## src/rtl/coreriscv_axi4_flow_through_deserializer_pkg.sv

```systemverilog
// Shared Grant-channel definitions for the AXI4 bridge serializer/deserializer.
// Grant-type constants, block geometry, header bundle and multibeat decode.
package coreriscv_axi4_flow_through_deserializer_pkg;

  localparam int DATA_BEATS = 4;
  localparam int BEAT_BITS  = 64;
  localparam int CNT_BITS   = 2;

  localparam logic [3:0] GNT_VOLUNTARY_ACK  = 4'h0;
  localparam logic [3:0] GNT_PREFETCH_ACK   = 4'h1;
  localparam logic [3:0] GNT_PUT_ACK        = 4'h3;
  localparam logic [3:0] GNT_GET_DATA_BLOCK = 4'h4;

  typedef enum logic [1:0] {
    ST_IDLE = 2'd0,
    ST_FILL = 2'd1,
    ST_HOLD = 2'd2
  } des_state_e;

  typedef struct packed {
    logic       client_xact_id;
    logic [1:0] manager_xact_id;
    logic       is_builtin_type;
    logic [3:0] g_type;
  } gnt_hdr_t;

  // Coherence grants always carry a full block; builtin ones only for
  // GetDataBlock.
  function automatic logic is_multibeat(
    input logic       builtin,
    input logic [3:0] g_type
  );
    return builtin ? (g_type == GNT_GET_DATA_BLOCK) : 1'b1;
  endfunction

endpackage

```

## src/rtl/coreriscv_axi4_flow_through_deserializer_beat_buffer.sv

```systemverilog
// Slot storage for a wide Grant message: SLOTS x W registers.
// Ports: clk, reset, wr_en (per slot), clr (zero unwritten slots), wr_data, data.
module coreriscv_axi4_beat_buffer #(
  parameter int SLOTS = 4,
  parameter int W     = 64
) (
  input  logic               clk,
  input  logic               reset,
  input  logic [SLOTS-1:0]   wr_en,
  input  logic               clr,
  input  logic [W-1:0]       wr_data,
  output logic [SLOTS*W-1:0] data
);

  logic [W-1:0] slot_q [SLOTS];

  // A write wins over the clear, so the first beat of a message lands in
  // slot 0 while the other slots are zeroed in the same cycle.
  always_ff @(posedge clk) begin
    for (int i = 0; i < SLOTS; i++) begin
      if (reset) begin
        slot_q[i] <= '0;
      end else if (wr_en[i]) begin
        slot_q[i] <= wr_data;
      end else if (clr) begin
        slot_q[i] <= '0;
      end
    end
  end

  for (genvar g = 0; g < SLOTS; g++) begin : g_out
    assign data[g*W +: W] = slot_q[g];
  end

endmodule

```

## src/rtl/coreriscv_axi4_flow_through_deserializer.sv

```systemverilog
// Gathers DATA_BEATS Grant beats into one wide Grant; single-beat grants
// pass through one register stage zero-extended.
// Ports: clk/reset, io_in_* beat channel, io_out_* wide channel,
// io_cnt (next slot), io_done (completion pulse), io_err (sticky beat-index error).
module coreriscv_axi4_flow_through_deserializer
  import coreriscv_axi4_flow_through_deserializer_pkg::*;
#(
  parameter int DBEATS = DATA_BEATS,
  parameter int BBITS  = BEAT_BITS,
  parameter int CBITS  = CNT_BITS
) (
  input  logic                    clk,
  input  logic                    reset,
  output logic                    io_in_ready,
  input  logic                    io_in_valid,
  input  logic [2:0]              io_in_bits_addr_beat,
  input  logic                    io_in_bits_client_xact_id,
  input  logic [1:0]              io_in_bits_manager_xact_id,
  input  logic                    io_in_bits_is_builtin_type,
  input  logic [3:0]              io_in_bits_g_type,
  input  logic [BBITS-1:0]        io_in_bits_data,
  input  logic                    io_out_ready,
  output logic                    io_out_valid,
  output logic [2:0]              io_out_bits_addr_beat,
  output logic                    io_out_bits_client_xact_id,
  output logic [1:0]              io_out_bits_manager_xact_id,
  output logic                    io_out_bits_is_builtin_type,
  output logic [3:0]              io_out_bits_g_type,
  output logic [DBEATS*BBITS-1:0] io_out_bits_data,
  output logic [CBITS-1:0]        io_cnt,
  output logic                    io_done,
  output logic                    io_err
);

  des_state_e        state_q, state_d;
  logic [CBITS-1:0]  cnt_q, cnt_d;
  gnt_hdr_t          hdr_q, hdr_in;
  logic              done_q, err_q;
  logic              fire_in, fire_out;
  logic              multi, first, last;
  logic [DBEATS-1:0] wr_en;

  assign io_out_valid = (state_q == ST_HOLD);
  assign io_in_ready  = !io_out_valid || io_out_ready;
  assign fire_in      = io_in_valid && io_in_ready;
  assign fire_out     = io_out_valid && io_out_ready;

  assign multi = is_multibeat(io_in_bits_is_builtin_type,
                              io_in_bits_g_type);

  // Any beat accepted outside FILL opens a new message, including one
  // accepted in HOLD while the previous message drains.
  assign first = fire_in && (state_q != ST_FILL);

  assign hdr_in = '{
    client_xact_id:  io_in_bits_client_xact_id,
    manager_xact_id: io_in_bits_manager_xact_id,
    is_builtin_type: io_in_bits_is_builtin_type,
    g_type:          io_in_bits_g_type
  };

  always_comb begin
    state_d = state_q;
    cnt_d   = cnt_q;
    last    = 1'b0;
    if (state_q == ST_FILL) begin
      if (fire_in) begin
        if (cnt_q == CBITS'(DBEATS - 1)) begin
          state_d = ST_HOLD;
          cnt_d   = '0;
          last    = 1'b1;
        end else begin
          cnt_d = cnt_q + CBITS'(1);
        end
      end
    end else begin
      if (fire_out) begin
        state_d = ST_IDLE;
      end
      if (fire_in) begin
        if (multi) begin
          state_d = ST_FILL;
          cnt_d   = CBITS'(1);
        end else begin
          state_d = ST_HOLD;
          last    = 1'b1;
        end
      end
    end
  end

  // Data always goes to the slot the counter points at, never to the
  // slot named by addr_beat.
  always_comb begin
    wr_en = '0;
    for (int i = 0; i < DBEATS; i++) begin
      wr_en[i] = fire_in && (cnt_q == CBITS'(i));
    end
  end

  always_ff @(posedge clk) begin
    if (reset) begin
      state_q <= ST_IDLE;
      cnt_q   <= '0;
      hdr_q   <= '0;
      done_q  <= 1'b0;
      err_q   <= 1'b0;
    end else begin
      state_q <= state_d;
      cnt_q   <= cnt_d;
      done_q  <= last;
      if (first) begin
        hdr_q <= hdr_in;
      end
      if (fire_in && (io_in_bits_addr_beat != 3'(cnt_q))) begin
        err_q <= 1'b1;
      end
    end
  end

  coreriscv_axi4_beat_buffer #(
    .SLOTS (DBEATS),
    .W     (BBITS)
  ) u_buf (
    .clk     (clk),
    .reset   (reset),
    .wr_en   (wr_en),
    .clr     (first),
    .wr_data (io_in_bits_data),
    .data    (io_out_bits_data)
  );

  assign io_out_bits_addr_beat       = 3'h0;
  assign io_out_bits_client_xact_id  = hdr_q.client_xact_id;
  assign io_out_bits_manager_xact_id = hdr_q.manager_xact_id;
  assign io_out_bits_is_builtin_type = hdr_q.is_builtin_type;
  assign io_out_bits_g_type          = hdr_q.g_type;
  assign io_cnt                      = cnt_q;
  assign io_done                     = done_q;
  assign io_err                      = err_q;

endmodule

```

## config.mk

```make
export PLATFORM = sky130hd
export DESIGN_NAME = coreriscv_axi4_flow_through_deserializer
export DESIGN_NICKNAME = d
export VERILOG_FILES = /design/src/rtl/coreriscv_axi4_flow_through_deserializer_pkg.sv /design/src/rtl/coreriscv_axi4_flow_through_deserializer_beat_buffer.sv /design/src/rtl/coreriscv_axi4_flow_through_deserializer.sv
export SDC_FILE = /design/constraint.sdc
export NUM_CORES = 1
export LEC_CHECK = 0
export CAP_MARGIN = 5
export CORE_MARGIN = 1
export CORE_UTILIZATION = 51
export CTS_BUF_LIST = sky130_fd_sc_hd__clkbuf_2 sky130_fd_sc_hd__clkbuf_4 sky130_fd_sc_hd__clkbuf_8
export DETAILED_ROUTE_END_ITERATION = 10
export MAX_ROUTING_LAYER = met4
export PLACE_DENSITY = 0.91
export SLEW_MARGIN = 20
export SYNTH_ARGS = -nofsm -noshare
export SYNTH_HDL_FRONTEND = slang
export SYNTH_SLANG_ARGS = --single-unit
```

## constraint.sdc

```tcl
create_clock -name clk -period 15.2 [get_ports clk]
set_input_delay 4.56 -clock clk [delete_from_list [all_inputs] [get_ports clk]]
set_output_delay 4.56 -clock clk [all_outputs]
set_load 0.02 [all_outputs]
```

* After elaboration in Yosys (flattened, before gate mapping)
Memories as Yosys holds them, arrays and structs flattened.
Cells that the tools add are included.
** Word-level totals
- Register bits after elaboration :: 14
- Memory bits (writable) :: 256
- Input bits :: 79
- Output and inout port bits :: 273
- Word-level logic and storage cells :: 95
- Memories kept :: 1
** Cells by class
- $add $sub $neg :: 1
- Equality and inequality tests :: 10
- Multiplexer cells :: 52
- Bitwise gates (word level) :: 8
- Reductions and logical operators :: 15
** Memories
- u_buf.slot_q :: depth 4, bits a word 64, read ports 4, clocked after Yosys merged registers in 0, write ports 4, RTL line coreriscv_axi4_flow_through_deserializer_beat_buffer.sv:15 : logic [W-1:0] slot_q [SLOTS];
** Operators by type and width (count)
- 64-bit 2-to-1 mux :: 8
- 1-bit 2-to-1 mux :: 33
- 2-bit 2-to-1 mux :: 11
- 1-bit logical AND :: 8
- 1-bit OR :: 8
- 2-bit == test (second input constant) :: 3
- 2-bit by 1-bit == test with 1-bit output (second input constant) :: 2
- 4-bit by 3-bit == test with 1-bit output (second input constant) :: 1
- 2-bit by 1-bit != test with 1-bit output (second input constant) :: 2
- 2-bit nonzero test :: 2
- 3-bit by 2-bit != test with 1-bit output :: 1
- 3-bit AND reduction :: 1
- 2-bit by 1-bit adder with 2-bit output (second input constant) :: 1
- 2-bit logical NOT :: 1
- 2-bit != test (second input constant) :: 1
- 2-bit AND reduction :: 1
- 1-bit logical NOT :: 1
- 1-bit logical OR :: 1

* Logic depth before layout (Yosys ltp)
Gate-level depths: netlist (run 1).
- Depth after elaboration :: 10
- Mapped depth :: 6
- Mapped depth without buffers :: 4

* Hierarchy
A second synthesis (run 1) with hierarchy kept.
** Unflattened totals
- Cells, all modules :: 666
- Area total of the unflattened synthesis :: 11169.5 um^2
** Modules (own cells, without submodules)
- coreriscv_axi4_beat_buffer :: instances 1, cells each 572, area each 10334.9 um^2, seq. area each 7687.4 um^2
- coreriscv_axi4_flow_through_deserializer :: instances 1, cells each 94, area each 834.6 um^2, seq. area each 280.3 um^2

* Worst setup path after synthesis (run 1)
No wires, ideal clock.
- Path type :: input-to-reg
- From :: input io_out_ready
- To :: memory u_buf.slot_q[0][0] (enable)
- Setup time :: 0.574 ns
- Arrival :: 9.491 ns
- Required time :: 14.626 ns
- Setup slack :: 5.134 ns
- Stages on the path :: 5
- Path buffers :: 1
- Cells stage by stage :: nor3b_4 > buf_4 > inv_2 > nand2_1 > o21ai_0
** RTL lines
- from (decl) :: RTL line coreriscv_axi4_flow_through_deserializer.sv:22 : input logic io_out_ready,
- to (decl) :: RTL line coreriscv_axi4_flow_through_deserializer_beat_buffer.sv:15

* Worst setup path after layout (run 1)
- From :: input io_out_ready
- To :: output io_in_ready
** On the way
- Word-level cells in the longest chain between the ends :: 1
** RTL lines
- 1-bit logical OR :: RTL line coreriscv_axi4_flow_through_deserializer.sv:44 : assign io_in_ready = !io_out_valid || io_out_ready;
- to (decl) :: RTL line coreriscv_axi4_flow_through_deserializer.sv:14 : output logic io_in_ready,
No other way between the ends.

==> metrics.txt, run 1 <==
Core Rows=51; Synth Area per Inst=16.1 µm²; Worst-Skew Late Latency=550 ps; R2R Setup Slk=11940 ps; fraction of power spent switching nets=0.250; RSZ-0062 raised after global routing=false; H-tree Lvls=2; CP startpoint kind=input pin; Max-cap violations=0; Clock Tree Root=clkbuf_8; Syn. warnings=0; area leader, netlist=edfxtp_1; top-area cell type share of the netlist area=0.744; clock tree buffer depth=3; Final Cycle Share=0.741; Sw Pwr=0.000438 W; # port buffers=348; first-pass GRT wire length=41000 µm; buffer and inverter count on the worst path=3; Final ANT Viol Nets=0; Top FF cell, synth=edfxtp_1; Crit. End Element=primary output; EDFF count, synth=256; FF-to-FF End=u_buf.slot_q[1][33]; share of cells above drive strength 1=0.0848; postcts setup bufs=0; relative slew slack=0.274; CP dominant cell by count=clkdlybuf4s50_1; die width=144 µm; PostCTS Resize Cnt=0; minimum clock period=11260 ps; Routed WL per cell=22.2 µm; Worst path top cell family by delay=buffers and inverters; asr flop ratio synth=0; r2r startpoint=state_q[0]; status=finished, final reports clean; vias in the first global route=6814; DRC=0; combinational share of power=0.149; final worst slack=3940 ps; critical-path cell list=clkdlybuf4s50_1 > nor3b_4 > inv_2 > clkdlybuf4s50_1; synth unique cells=39; VDD IR max=0.0617 mV; io pins=352; CP arrival=6700 ps; Final HPWL DP=19000 µm; Final nets=1094; TritonCTS buffer count=42; 1st-iter DRT viols=379; internal power=0.00131 W; Final setup viols=0; hold depth=2; Peak Freq=88.8 MHz; Core Area=19700 µm²; CTS Hold Bufs=0; Power per Cell Area=117 nW/µm²; Fin. Hold Viols=0; critical-path maximum fanout=14; skew final=21.9 ps; Chip Height=144 µm; CTS tree=yes; largest net degree at the start of global routing=65; min-delay src=io_out_bits_manager_xact_id[1]; Initial Utilization=0.526; routed via count=6830; top post-synthesis cells by area=edfxtp_1 74%, and2_1 16%, dfxtp_1 2.7%; routed vias/inst=5.24; drt pass-1 iters=4; number of diodes=0; clock transition at the registers of the reported paths=60 ps; gr usage total=0.282; clk sink count=270; TNS Setup=0 ps; delay of the slowest critical-path stage=750 ps; Tightest Pin Transition=1080 ps; worst reg2reg path depth=5; most frequent cells after synthesis=256 x and2_1, 256 x edfxtp_1, 24 x clkbuf_2; Crit-path slowest cell=nor3b_4; Die ar.=20800 µm²; leakage power=5.69 nW; sequential share of power=0.508; register area share after synthesis=0.771; Post-Synthesis Cells=642; WP data required=10640 ps; pins over their slew limit=0; RePlAce Congestion=0.864; register bit count reported by yosys=270; CP Launch Point=io_out_ready; Overflow after GRT=0; Place WS=3950 ps; area grow syn2layout=44.8%; initial antenna violation count=0; Hold EP=io_out_bits_manager_xact_id[1]; Cell Area, Synth=10300 µm²; Hold Crit Class=reg2reg; Setup CP Type=in2out; final WL=29000 µm; Clock Power Share=0.343
==> layout make-up <==
cell class	count	area, µm²
clock buffers	59	731
clock inverters	12	82.6
fillers	1142	4690
inverters	7	26.3
multi-input cells	330	2210
flip-flops and latches	270	7970
well taps	265	332
repair buffers	360	3620
==> worst min-delay path: stages (launching register included) <==
cell and delay [ps]:
dfxtp_1 310, o31ai_1 60, a21oi_1 60
==> worst max path at each step <==
| stage | end | slack, ps | cells past startpoint |
|---|---|---|---|
| floorplan | u_buf.slot_q[0][0] | 5130 | 5 |
| detailed placement | io_in_ready | 3950 | 4 |
| finish | io_in_ready | 3940 | 4 |
| global placement | io_in_ready | 4050 | 4 |
| global route | io_in_ready | 3900 | 4 |
| CTS | io_in_ready | 3980 | 4 |
==> layout by cell type (no fill, tap or decap), drive strengths merged, types with 9 or more instances in the layout <==
cell,synthesis,final
inv,7,9
dfxtp,14,14
o31ai,9,9
and2,256,256
clkbuf,28,59
clkdlybuf4s50,0,348
buf,9,12
a21oi,10,10
clkinv,0,9
edfxtp,256,256
==> kinds of logic (layout without fill, tap and decap cells) <==
kind of cell               Yosys count  count (layout)  share of synthesized area
adders and majority gates            5               5                    0.00581
other                                1               3                   0.000363
buffers and inverters               44             438                     0.0224
DFF                                270             270                      0.771
xor gates and xnor gates             2               2                    0.00170
and+or+nand+nor                    288             288                      0.178
AOI/OAI and AO/OA                   32              32                     0.0202
==> registers in the layout, summed over array words and instances (netlist names) <==
signal and cells:
io_cnt 2, u_buf.slot_q 256, io_err 1, io_done 1, state_q 2, io_out_bits_g_type 4, io_out_bits_is_builtin_type 1, io_out_bits_client_xact_id 1
io_out_bits_manager_xact_id 2
==> stage by stage <==
step | cell area, µm² | cells | util | total power [W] | hold slack [ps]
finish | 15000 | 1303 | 0.761 | 0.00175 | 487
detailed placement | 14100 | 1229 | 0.717 | 0.00116 | 470
global placement | 14100 | 1228 | 0.716 | 0.00115 | 464
CTS | 14900 | 1300 | 0.758 | 0.00175 | 483
floorplan | 10300 | 644 | - | 0.00102 | 517
global route | 15000 | 1303 | 0.761 | 0.00180 | 501
==> routing by layer <==
metal	wire length, µm	GRT usage	part of all wire	up-vias
li1	-	-	-	3007
met1	9690	0.293	0.33	3346
met2	15300	0.493	0.53	398
met3	2790	0.0795	0.096	79
met4	1230	0.134	0.042	0
met5	0	-	0	-
==> power groups by stage <==
stage	sequential, W	combinational, W	clock, W
floorplan	0.000978	0.0000392	0
global placement	0.000900	0.000253	0
detailed placement	0.000905	0.000259	0
CTS	0.000890	0.000260	0.000604
global route	0.000894	0.000271	0.000633
finish	0.000890	0.000261	0.000600
No activity file was read; power rests on OpenSTA's default activity.
==> inputs of run 2 (changes only) <==
--- a/config.mk
+++ b/config.mk
@@ -7,11 +7,11 @@
 export LEC_CHECK = 0
 export CAP_MARGIN = 5
 export CORE_MARGIN = 1
-export CORE_UTILIZATION = 51
+export CORE_UTILIZATION = 47
 export CTS_BUF_LIST = sky130_fd_sc_hd__clkbuf_2 sky130_fd_sc_hd__clkbuf_4 sky130_fd_sc_hd__clkbuf_8
 export DETAILED_ROUTE_END_ITERATION = 10
 export MAX_ROUTING_LAYER = met4
-export PLACE_DENSITY = 0.91
+export PLACE_DENSITY = 0.85
 export SLEW_MARGIN = 20
 export SYNTH_ARGS = -nofsm -noshare
 export SYNTH_HDL_FRONTEND = slang
==> constraint.sdc (replaced) <==
create_clock -name clk -period 10.9 [get_ports clk]
set_input_delay 3.27 -clock clk [delete_from_list [all_inputs] [get_ports clk]]
set_output_delay 3.27 -clock clk [all_outputs]
set_load 0.02 [all_outputs]
==> metrics.txt, run 2 (synthesis gave the netlist of run 1 again) <==
WP data required=7630 ps; Initial Utilization=0.485; max FFs per register=256; 1st-iter DRT viols=445; critical-path cell list=clkdlybuf4s50_1 > nor3b_4 > inv_2 > clkdlybuf4s50_1; area grow syn2layout=45.8%; hold depth=2; routed vias/inst=4.96; vias in the first global route=6547; clock tree buffer depth=3; Peak Freq=116 MHz; sequential share of power=0.499; clock transition at the registers of the reported paths=60 ps; total design power=0.00248 W; min-delay src=io_out_bits_g_type[0]; Hold Crit Class=reg2reg; commonest non-fill, non-tap cells in the layout=348 x clkdlybuf4s50_1, 256 x and2_1, 256 x edfxtp_1, 45 x clkbuf_8, 14 x dfxtp_1; H-tree Lvls=2; Final setup viols=0; minimum clock period=8640 ps; FF-to-FF End=u_buf.slot_q[2][42]; relative slew slack=0.305; Overflow after GRT=0; Min Hold Slack=484 ps; VDD IR max=0.0817 mV; io pins=352; Final Cycle Share=0.793; CTS tree=yes; first-pass GRT wire length=38800 µm; Biggest register=u_buf.slot_q; final WL=27000 µm; skew final=30.6 ps; postcts setup bufs=0; Setup CP Type=in2out; internal power=0.00187 W; Power per Cell Area=165 nW/µm²; Max-cap violations=0; status=finished, final reports clean; fraction of power spent switching nets=0.246; Routed WL per cell=20.4 µm; Clock Tree Root=clkbuf_8; leakage power=5.73 nW; # port buffers=348; CTS Hold Bufs=0; Final nets=1098; Worst path top cell family by delay=buffers and inverters; TNS Setup=0 ps; CP dominant cell by count=clkdlybuf4s50_1; Core Rows=53; die width=150 µm; PostCTS Resize Cnt=0; Fin. Hold Viols=0; DRC=0; commonest non-fill, non-tap cell in the layout=clkdlybuf4s50_1; Sw Pwr=0.000609 W; Crit-path slowest cell=nor3b_4; CP startpoint kind=input pin; share of cells above drive strength 1=0.0891; worst reg2reg path depth=5; drt pass-1 iters=5; Worst-Skew Late Latency=540 ps; Hold EP=io_out_bits_g_type[0]; initial antenna violation count=1; Tightest Pin Transition=1040 ps; Final HPWL DP=18100 µm; Chip Height=150 µm; delay of the slowest critical-path stage=740 ps; clk sink count=270; gr usage total=0.243; pins over their slew limit=0; largest net degree at the start of global routing=65; Final ANT Viol Nets=0; Clock Power Share=0.355; Crit. End Element=primary output; RePlAce Congestion=0.841; R2R Setup Slk=7700 ps; Die ar.=22600 µm²; critical-path maximum fanout=14; CP arrival=5370 ps; buffer and inverter count on the worst path=3; r2r startpoint=state_q[0]; routed via count=6557; Core Area=21300 µm²; TritonCTS buffer count=44; RSZ-0062 raised after global routing=false; combinational share of power=0.146
[run 2: cell count changes in the layout (fill, tap and decap cells not counted), sizes merged]
cell and change:
buf +2, bufinv +2, clkbuf -2, clkinv +4
clkinvlp +1, diode +2, inv -1
[run 2: per-stage QoR]
| stage | instances | setup WS, ps | utilization | area, µm² |
|---|---|---|---|---|
| floorplan | 644 | 2120 | - | 10300 |
| global placement | 1239 | 2320 | 0.662 | 14100 |
| detailed placement | 1242 | 2290 | 0.666 | 14200 |
| CTS | 1317 | 2290 | 0.706 | 15000 |
| global route | 1320 | 2190 | 0.708 | 15100 |
| finish | 1321 | 2260 | 0.708 | 15100 |
[run 2: cell type report]
cell class | instances | area, µm²
Antenna cell | 2 | 5.00
Sequential cell | 270 | 7970
Tap cell | 275 | 344
Clock inverter | 18 | 160
Inverter | 7 | 26.3
Clock buffer | 57 | 709
Multi-Input combinational cell | 330 | 2210
Timing Repair Buffer | 362 | 3640
Fill cell | 1333 | 6220
[run 2: how the worst max path moves through the flow]
| stage | startpoint | end | slack, ps | cells past startpoint |
|---|---|---|---|---|
| after floorplan | io_out_ready | u_buf.slot_q[0][0] | 2120 | 5 |
| after global placement | io_out_ready | io_in_ready | 2320 | 4 |
| after detailed placement | io_out_ready | io_in_ready | 2290 | 4 |
| final | io_out_ready | io_in_ready | 2260 | 4 |
| after global routing | io_out_ready | io_in_ready | 2190 | 4 |
| after CTS | io_out_ready | io_in_ready | 2290 | 4 |
[run 2: power groups by stage]
stage | clock [W] | sequential, W | combinational [W]
finish | 0.000881 | 0.00124 | 0.000363
global route | 0.000940 | 0.00124 | 0.000379
CTS | 0.000894 | 0.00124 | 0.000365
detailed placement | 0 | 0.00126 | 0.000364
global placement | 0 | 0.00126 | 0.000355
floorplan | 0 | 0.00136 | 0.0000546
[run 2: per-layer routing]
| metal | vias up | track usage | routed length, µm |
|---|---|---|---|
| met5 | - | - | 0 |
| met4 | 0 | 0.100 | 907 |
| met3 | 67 | 0.0715 | 2420 |
| met2 | 332 | 0.412 | 14100 |
| met1 | 3133 | 0.265 | 9540 |
| li1 | 3025 | - | - |
[run 2: tightest hold or removal path, cell delays in order, from the launching register on]
cell	delay (ps)
dfxtp_1	320
o31ai_1	60
a21oi_1	60
==> inputs of run 3 (changes only) <==
==> constraint.sdc (replaced) <==
create_clock -name clk -period 8.5 [get_ports clk]
set_input_delay 2.55 -clock clk [delete_from_list [all_inputs] [get_ports clk]]
set_output_delay 2.55 -clock clk [all_outputs]
set_load 0.02 [all_outputs]
==> metrics.txt, run 3 (synthesis gave the netlist of run 1 again) <==
Final HPWL DP=18300 µm; min-delay src=io_out_bits_manager_xact_id[0]; VDD IR max=0.115 mV; Peak Freq=139 MHz; total design power=0.00310 W; Chip Height=150 µm; largest net degree at the start of global routing=65; TritonCTS buffer count=43; final worst slack=1290 ps; H-tree Lvls=2; Max-cap violations=0; Final nets=1098; Final setup viols=0; Fin. Hold Viols=0; # port buffers=348; postcts setup bufs=0; Clock Tree Root=clkbuf_8; Final Cycle Share=0.849; routed vias/inst=4.98; initial antenna violation count=1; PostCTS Resize Cnt=0; gr usage total=0.245; RSZ-0062 raised after global routing=false; final WL=27100 µm; Worst-Skew Late Latency=540 ps; Initial Utilization=0.485; Biggest register=u_buf.slot_q; TNS Setup=0 ps; Cells after DPL=1243; commonest non-fill, non-tap cells in the layout=348 x clkdlybuf4s50_1, 256 x and2_1, 256 x edfxtp_1, 44 x clkbuf_8, 18 x clkbuf_4; drt pass-1 iters=4; Die ar.=22600 µm²; CTS Hold Bufs=0; Tightest Pin Transition=1070 ps; Post-Layout Cell Count=1326; CP arrival=4660 ps; WP data required=5950 ps; area grow syn2layout=45.7%; CP startpoint kind=input pin; Core Rows=53; Hold Crit Class=reg2reg; DRC=0; r2r startpoint=state_q[0]; pins over their slew limit=0; Crit. End Element=primary output; status=finished, final reports clean; FILL cells=1385; met2 Use GR=0.413; 1st-iter DRT viols=317; CP Launch Point=io_out_ready; relative slew slack=0.285; Power per Cell Area=206 nW/µm²; critical-path maximum fanout=14; io pins=352; met3 Track Usage GR=0.0636; most used routing layer=met2; die width=150 µm; Min Hold Slack=485 ps; Final ANT Viol Nets=0; Core Area=21300 µm²; commonest non-fill, non-tap cell in the layout=clkdlybuf4s50_1; Routed WL per cell=20.4 µm; CTS tree=yes; leakage power=5.73 nW; routed via count=6606; clock tree buffer depth=3; share of cells above drive strength 1=0.0924; GR Util met1=0.270; clock transition at the registers of the reported paths=60 ps; skew final=23.7 ps; Setup CP Type=in2out; Overflow after GRT=0; clk sink count=270; minimum clock period=7210 ps; Place WS=1310 ps; vias in the first global route=6601; first-pass GRT wire length=39300 µm; max FFs per register=256; RePlAce Congestion=0.834
run 3: path summary, 6_finish.rpt:
kind	slack, ps	end	cells after the start
setup / recovery	1290	io_in_ready	4
hold / removal	480	io_out_bits_manager_xact_id[0]	2
setup reg to reg	5290	u_buf.slot_q[0][51]	5
hold reg to reg	480	io_out_bits_manager_xact_id[0]	2
run 3: stage by stage:
step	instance area [µm²]	utilization
3_5_place_dp	14200	0.667
5_1_grt	15100	0.707
4_1_cts	15000	0.705
6_report	15100	0.707
2_1_floorplan	10300	-
3_3_place_gp	14100	0.663
run 3: layer usage:
metal / wire length, µm / vias to the layer above
met5: 0 / -
met4: 1130 / 0
met3: 2130 / 76
met2: 14300 / 321
met1: 9560 / 3186
li1: - / 3023
run 3: worst max-delay path, stage by stage:
cell,delay (ps)
clkdlybuf4s50_1,490
nor3b_4,740
inv_2,270
clkdlybuf4s50_1,620
run 3: cell type report:
cell class              instances  area (µm²)  share of cell area
multi-input cells             330        2210               0.147
clock buffers                  62         741              0.0492
inverters                       7        26.3             0.00175
well taps                     275         344              0.0229
flip-flops and latches        270        7970               0.529
diodes                          1        2.50            0.000166
repair buffers                363        3680               0.244
clock inverters                18        82.6             0.00549
run 3: report_power, final:
group          switching (W)  internal (W)
logic               0.000260      0.000212
clock network       0.000482      0.000563
registers          0.0000300       0.00156
total               0.000772       0.00233
==> edit 1: new RTL, settings of run 2 <==
The 3 states of `des_state_e` get a one-hot encoding in 3 bits.
--- a/src/rtl/coreriscv_axi4_flow_through_deserializer_pkg.sv
+++ b/src/rtl/coreriscv_axi4_flow_through_deserializer_pkg.sv
@@ -13,6 +13,6 @@
 
-  typedef enum logic [1:0] {
-    ST_IDLE = 2'd0,
-    ST_FILL = 2'd1,
-    ST_HOLD = 2'd2
+  typedef enum logic [2:0] {
+    ST_IDLE = 3'b001,
+    ST_FILL = 3'b010,
+    ST_HOLD = 3'b100
   } des_state_e;
Function: same outputs for any inputs over 4 cycles, from zero or initial values and one cycle with reset high; so few cycles prove little.
==> edit 1 against run 2 <==
Sequential cell count is 1 higher; wire length is 2.2% higher; setup slack better by 490 ps; clock power is 9.5% lower; maximum frequency is 6.1% higher; final area is 3.3% lower; total power is 4.7% lower; clock skew is 15 ps lower; hold slack worse by 23 ps; core utilization is 1.7 points lower; synthesized cell count is 11% higher; via count is 6.6% higher; area after synthesis is 1.7% lower; critical endpoint unchanged.
==> edit 1: results (changes against run 2) <==
Critical path
  – Reg2reg start: state_q[2]$_SDFFE_PP0P_ (was state_q[0]$_SDFFE_PP0P_)
  – Kind of cell adding the most delay to the critical path: buffers and inverters (unchanged)
  – CP startpoint: io_out_ready (unchanged)
  – Crit-path max FO: 12 (was 14)
  – Biggest cell delay along the critical path: 600 ps (was 740 ps)
  – Slowest-stage cell, CP: or4b_4 (was nor3b_4)
  – WP data arrival: 4880 ps (was 5370 ps)

Min path
  – Worst hold start: io_out_bits_manager_xact_id[0]$_SDFFE_PP0N_ (was io_out_bits_g_type[0]$_SDFFE_PP0N_)
  – HP Class: flop to flop (unchanged)

Final layout
  – Final #Nets: 1152 (was 1098)
  – Share of cells above drive strength 1: 7.539% (was 8.908%)
  – Max reg flops: 256 (unchanged)
  – Most flop-heavy register: u_buf.slot_q (unchanged)

Clocking
  – Maximum buffer depth of the clock tree: 3 (unchanged)
  – Setup bufs post-CTS: 0 (unchanged)
  – H-tree Lvls: 2 (unchanged)
  – CTS resizes: 0 (unchanged)
  – CTS buffer count: 42 (was 44)
  – Root Buffer: clkbuf_8 (unchanged)
  – Clock-pin transition on the worst setup and hold timing paths: 60 ps (about the same)
  – Worst-skew pair later-pin latency: roughly 530 ps

GRT
  – First-pass GRT wire length: 40810 um (was 38850 um)
  – GRT Util Overall: 25.61% (was 24.26%)
  – Initial antenna violation count: 1 (unchanged)
  – Largest net degree at the start of global routing: 85 (was 65)
  – Vias in the first global route: 7178 (was 6547)

STA
  – Setup violations, final: 0 (unchanged)
  – Transition time of the tightest slew-check pin: 1030 ps (was 1038 ps)
  – Layout Skew: 15.62 ps (was 30.57 ps)

Synthesis
  – Asr flop ratio synth: 0% (unchanged)
  – Post-Synth Adder-Cell Area: 0.4929% (was 0.5813%)
  – Post-synth EDFFs: 256 (unchanged)
  – Cell variety after synth: 36 (was 39)
  – Post-synthesis compound-gate area fraction: 1.195% (was 2.023%)
  – Synthesis Warnings: 0 (unchanged)
  – Synth Flop Type: edfxtp_1 (unchanged)
  – Mux contribution to synthesized area: 0.7886% (was 0%)
  – Register area share after synthesis: 78.66% (was 77.12%)
  – Top post-synthesis cells by count: 256 x edfxtp_1, 192 x nor2_1, 84 x nand2_1 (was 256 x and2_1, 256 x edfxtp_1, 24 x clkbuf_2)
  – Top cells by area, synth: edfxtp_1 76%, nor2_1 7.1%, and2_1 3.9% (was edfxtp_1 74%, and2_1 16%, dfxtp_1 2.7%)
  – Post-Synth XOR/XNOR Area: 0.1725% (was 0.1696%)

Detailed routing
  – DR iter-0 viols: 483 (was 445)
  – First-pass detailed-route iteration total: 5 (unchanged)
  – Vias/cell: 5.075 (was 4.964)
  – Post-Route WL: 27590 um (was 27000 um)

Status
  – Status: complete, no violations (unchanged)

Place
  – Final HPWL DP: 17500 um (was 18140 um)
  – Port buffer count: 348 (unchanged)
  – RePlAce Congestion: 0.7841 (was 0.8405)

Power and ir drop
  – Pleak: 5.514 nW (was 5.729 nW)
  – VDD IR-drop max: 0.09126 mV (was 0.08172 mV)
  – Internal: 0.001764 W (was 0.001872 W)
-- edit 1: changes by cell type after synthesis, moves of 14 or more --
cell,before,now
nor2_1,5,192
buf_4,5,24
and2_1,256,64
nand2_1,1,84
clkbuf_2,24,0
clkbuf_1,4,18
-- edit 1: layout make-up --
| cell class | instances | area (um2) |
|---|---|---|
| diodes | 1 | 2.502 |
| clock buffers | 48 | 629.4 |
| flip-flops and latches | 271 | 7988 |
| clock inverters | 28 | 148.9 |
| repair buffers | 355 | 3536 |
| fillers | 1424 | 6513 |
| well taps | 275 | 344.1 |
| inverters | 5 | 18.77 |
| multi-input cells | 394 | 1908 |
-- edit 1: power groups by stage --
stage                      logic, W  registers [W]  clock network (W)
after global routing       0.000354        0.00124           0.000858
after floorplan           0.0000627        0.00134                  0
after detailed placement   0.000339        0.00125                  0
after CTS                  0.000341        0.00123           0.000808
final                      0.000337        0.00123           0.000797
after global placement     0.000335        0.00125                  0
-- edit 1: final timing paths --
kind                            cells after the start  slack (ps)                                           to
worst max-delay path                                3        2750                                  io_in_ready
worst min register to register                      2         460  io_out_bits_manager_xact_id[0]$_SDFFE_PP0N_
worst min-delay path                                2         460  io_out_bits_manager_xact_id[0]$_SDFFE_PP0N_
worst max register to register                      5        7630            u_buf.slot_q[1][53]$_SDFFCE_PP0P_
-- edit 1: routing by layer --
metal / vias to the layer above / global-route usage [%] / wire, um
met3: 72 / 7.156 / 2864
met2: 446 / 43.00 / 14060
met1: 3297 / 28.54 / 9621
met5: - / - / 0
li1: 3173 / - / -
met4: 0 / 11.12 / 1044
-- edit 1: cell families (layout without fill, tap and decap cells) --
family / count (synthesis) / in the layout
AO/OA/AOI/OAI: 16 / 16
multiplexers: 8 / 8
AND/OR/NAND/NOR: 361 / 361
XOR/XNOR: 2 / 2
flip-flops: 271 / 271
other: 1 / 4
adder cells (fa/ha/maj): 4 / 4
buffers and inverters: 51 / 436
-- edit 1: worst min-delay path, delay by kind of cell, from the launching register on --
family | cells | cell delay [ps]
and+or+nand+nor | 1 | 50
muxes | 1 | 50
DFF | 1 | 310
-- edit 1: metrics by stage --
stage | instances | area [um2] | worst slack [ps] | power [W] | util, %
after detailed placement | 1300 | 13790 | 2751 | 0.001592 | 65.41
after floorplan | 716 | 10160 | 3685 | 0.001402 | -
final | 1377 | 14580 | 2750 | 0.002365 | 69.12
after global placement | 1300 | 13790 | 2770 | 0.001583 | 65.41
after CTS | 1376 | 14570 | 2753 | 0.002380 | 69.10
after global routing | 1377 | 14580 | 2723 | 0.002448 | 69.12
==> edit 2: new RTL, config.mk and constraints of run 2 <==
Made on the original files. `BEAT_BITS`: 64 -> 56.
--- a/src/rtl/coreriscv_axi4_flow_through_deserializer_pkg.sv
+++ b/src/rtl/coreriscv_axi4_flow_through_deserializer_pkg.sv
@@ -5,3 +5,3 @@
   localparam int DATA_BEATS = 4;
-  localparam int BEAT_BITS  = 64;
+  localparam int BEAT_BITS  = 56;
   localparam int CNT_BITS   = 2;
Ports: changed (resized io_in_bits_data and io_out_bits_data); port bits go from 352 to 312. No check against the original RTL was run, so the function may have changed too.
==> edit 2 against run 2 <==
Clock skew is 13 ps lower; setup slack better by 91 ps; maximum frequency increased by 1.1%; register-to-register slack gained 170 ps; sequential cell count decreased by 32; final area is 11% lower; first-iteration DRC count fell by 41%; core utilization shrank 2.0 points; area after synthesis is 10% lower; wire length shrank 14%; total power down 12%; synthesized cell count is 10% lower; clock power decreased by 12%; largest power group unchanged; highest routed layer unchanged.
==> edit 2: results (changes against run 2) <==
GRT
  – Largest net degree at the start of global routing: 54 (was 65)
  – First-pass GRT wire length: 33870 um (was 38850 um)
  – GRT Util Overall: 23.28% (was 24.26%)
  – Vias in the first global route: 5857 (was 6547)
  – Initial antenna violation count: 0 (was 1)

Final layout
  – Max reg flops: 224 (was 256)
  – Share of cells above drive strength 1: 8.906% (was 8.908%)
  – Fillers: 1358 (was 1333)
  – Layout Utilization: 68.76% (was 70.78%)
  – ANT cells: 0 (was 2)
  – Most flop-heavy register: u_buf.slot_q (unchanged)
  – Final #Nets: 978 (was 1098)

Place
  – Port buffer count: 308 (was 348)
  – Placed instance area: 12520 um2 (was 14170 um2)
  – Placed Cells: 1124 (was 1242)
  – RePlAce Congestion: 0.8559 (was 0.8405)

Critical path
  – Worst r2r dst: u_buf.slot_q[1][15]$_SDFFCE_PP0P_ (was u_buf.slot_q[2][42]$_SDFFCE_PP0P_)

Synthesis
  – Post-synth EDFFs: 224 (was 256)
  – Top cells by area, synth: edfxtp_1 72%, and2_1 15%, dfxtp_1 3.0% (was edfxtp_1 74%, and2_1 16%, dfxtp_1 2.7%)
  – Post-synthesis compound-gate area fraction: 2.318% (was 2.023%)
  – Post-Synth XOR/XNOR Area: 0.1887% (was 0.1696%)
  – Avg Cell Area, Syn: 16.09 um2 (about the same)
  – Top post-synthesis cells by count: 224 x and2_1, 224 x edfxtp_1, 22 x buf_6 (was 256 x and2_1, 256 x edfxtp_1, 24 x clkbuf_2)
  – Post-Synth Adder-Cell Area: 0.6469% (was 0.5813%)
  – Cell variety after synth: 38 (was 39)

Status
  – Status: complete, no violations (unchanged)

STA
  – Hold Slack: 488.3 ps (was 484.3 ps)
  – Transition time of the tightest slew-check pin: 1040 ps (was 1038 ps)

Clocking
  – CTS buffer count: 39 (was 44)
  – Worst-skew pair later-pin latency: 510 ps (was 540 ps)

Detailed routing
  – WL per Instance: 19.36 um (was 20.44 um)
  – Vias/cell: 4.915 (was 4.964)
  – First-pass detailed-route iteration total: 4 (was 5)
  – Post-Route WL: 23180 um (was 27000 um)
  – DR iter-0 viols: 264 (was 445)

Power and ir drop
  – Pleak: 5.065 nW (was 5.729 nW)
  – Clk power: 0.000778 W (was 0.000881 W)
  – Sw Ratio: 24.33% (was 24.56%)
  – Comb group: 0.000316 W (was 0.000363 W)
  – VDD IR-drop max: 0.1012 mV (was 0.08172 mV)
  – Clock network power share: 35.6% (was 35.5%)

Min path
  – Worst hold start: io_out_bits_is_builtin_type$_SDFFE_PP0N_ (was io_out_bits_g_type[0]$_SDFFE_PP0N_)
  – Min-Delay Endpoint: io_out_bits_is_builtin_type$_SDFFE_PP0N_ (was io_out_bits_g_type[0]$_SDFFE_PP0N_)
-- edit 2: cell count changes in the layout (fill, tap and decap cells not counted), moves of 2 or more --
cell	delta
buf_16	-2
diode_2	-2
edfxtp_1	-32
clkbuf_8	-4
clkbuf_4	+2
clkdlybuf4s50_1	-40
and2_1	-32
-- edit 2: cell families (layout without fill, tap and decap cells) --
kind of cell / after synthesis / in the layout
flip-flops: 238 / 238
buffers and inverters: 43 / 396
AO/OA/AOI/OAI: 32 / 32
XOR/XNOR: 2 / 2
AND/OR/NAND/NOR: 256 / 256
other: 1 / 3
adder cells (fa/ha/maj): 5 / 5
-- edit 2: worst max-delay path: cells and delay by family --
family        cells  cell delay, ps
buf+inv           3            1240
simple gates      1             770
-- edit 2: metal layers --
layer / track usage, % / wire, um / up-vias
met5: - / 0 / -
met4: 8.829 / 796 / 0
met3: 6.359 / 1772 / 58
met2: 38.62 / 11630 / 263
met1: 26.99 / 8981 / 2861
li1: - / - / 2701
-- edit 2: worst max path at each step --
stage,start,to,slack (ps),depth (start not counted)
6_report,io_out_ready,io_in_ready,2350,4
5_1_grt,io_out_ready,io_in_ready,2260,4
4_1_cts,io_out_ready,io_in_ready,2350,4
3_5_place_dp,io_out_ready,io_in_ready,2340,4
3_3_place_gp,io_out_ready,io_in_ready,2390,4
2_1_floorplan,io_out_ready,u_buf.slot_q[0][0]$_SDFFCE_PP0P_,2750,5
-- edit 2: final cells by class --
class	count	area share, %
clock buffers	55	5.018
clock inverters	15	0.8442
inverters	7	0.2157
multi-input cells	298	15.06
flip-flops and latches	238	52.53
well taps	265	2.486
repair buffers	319	23.84
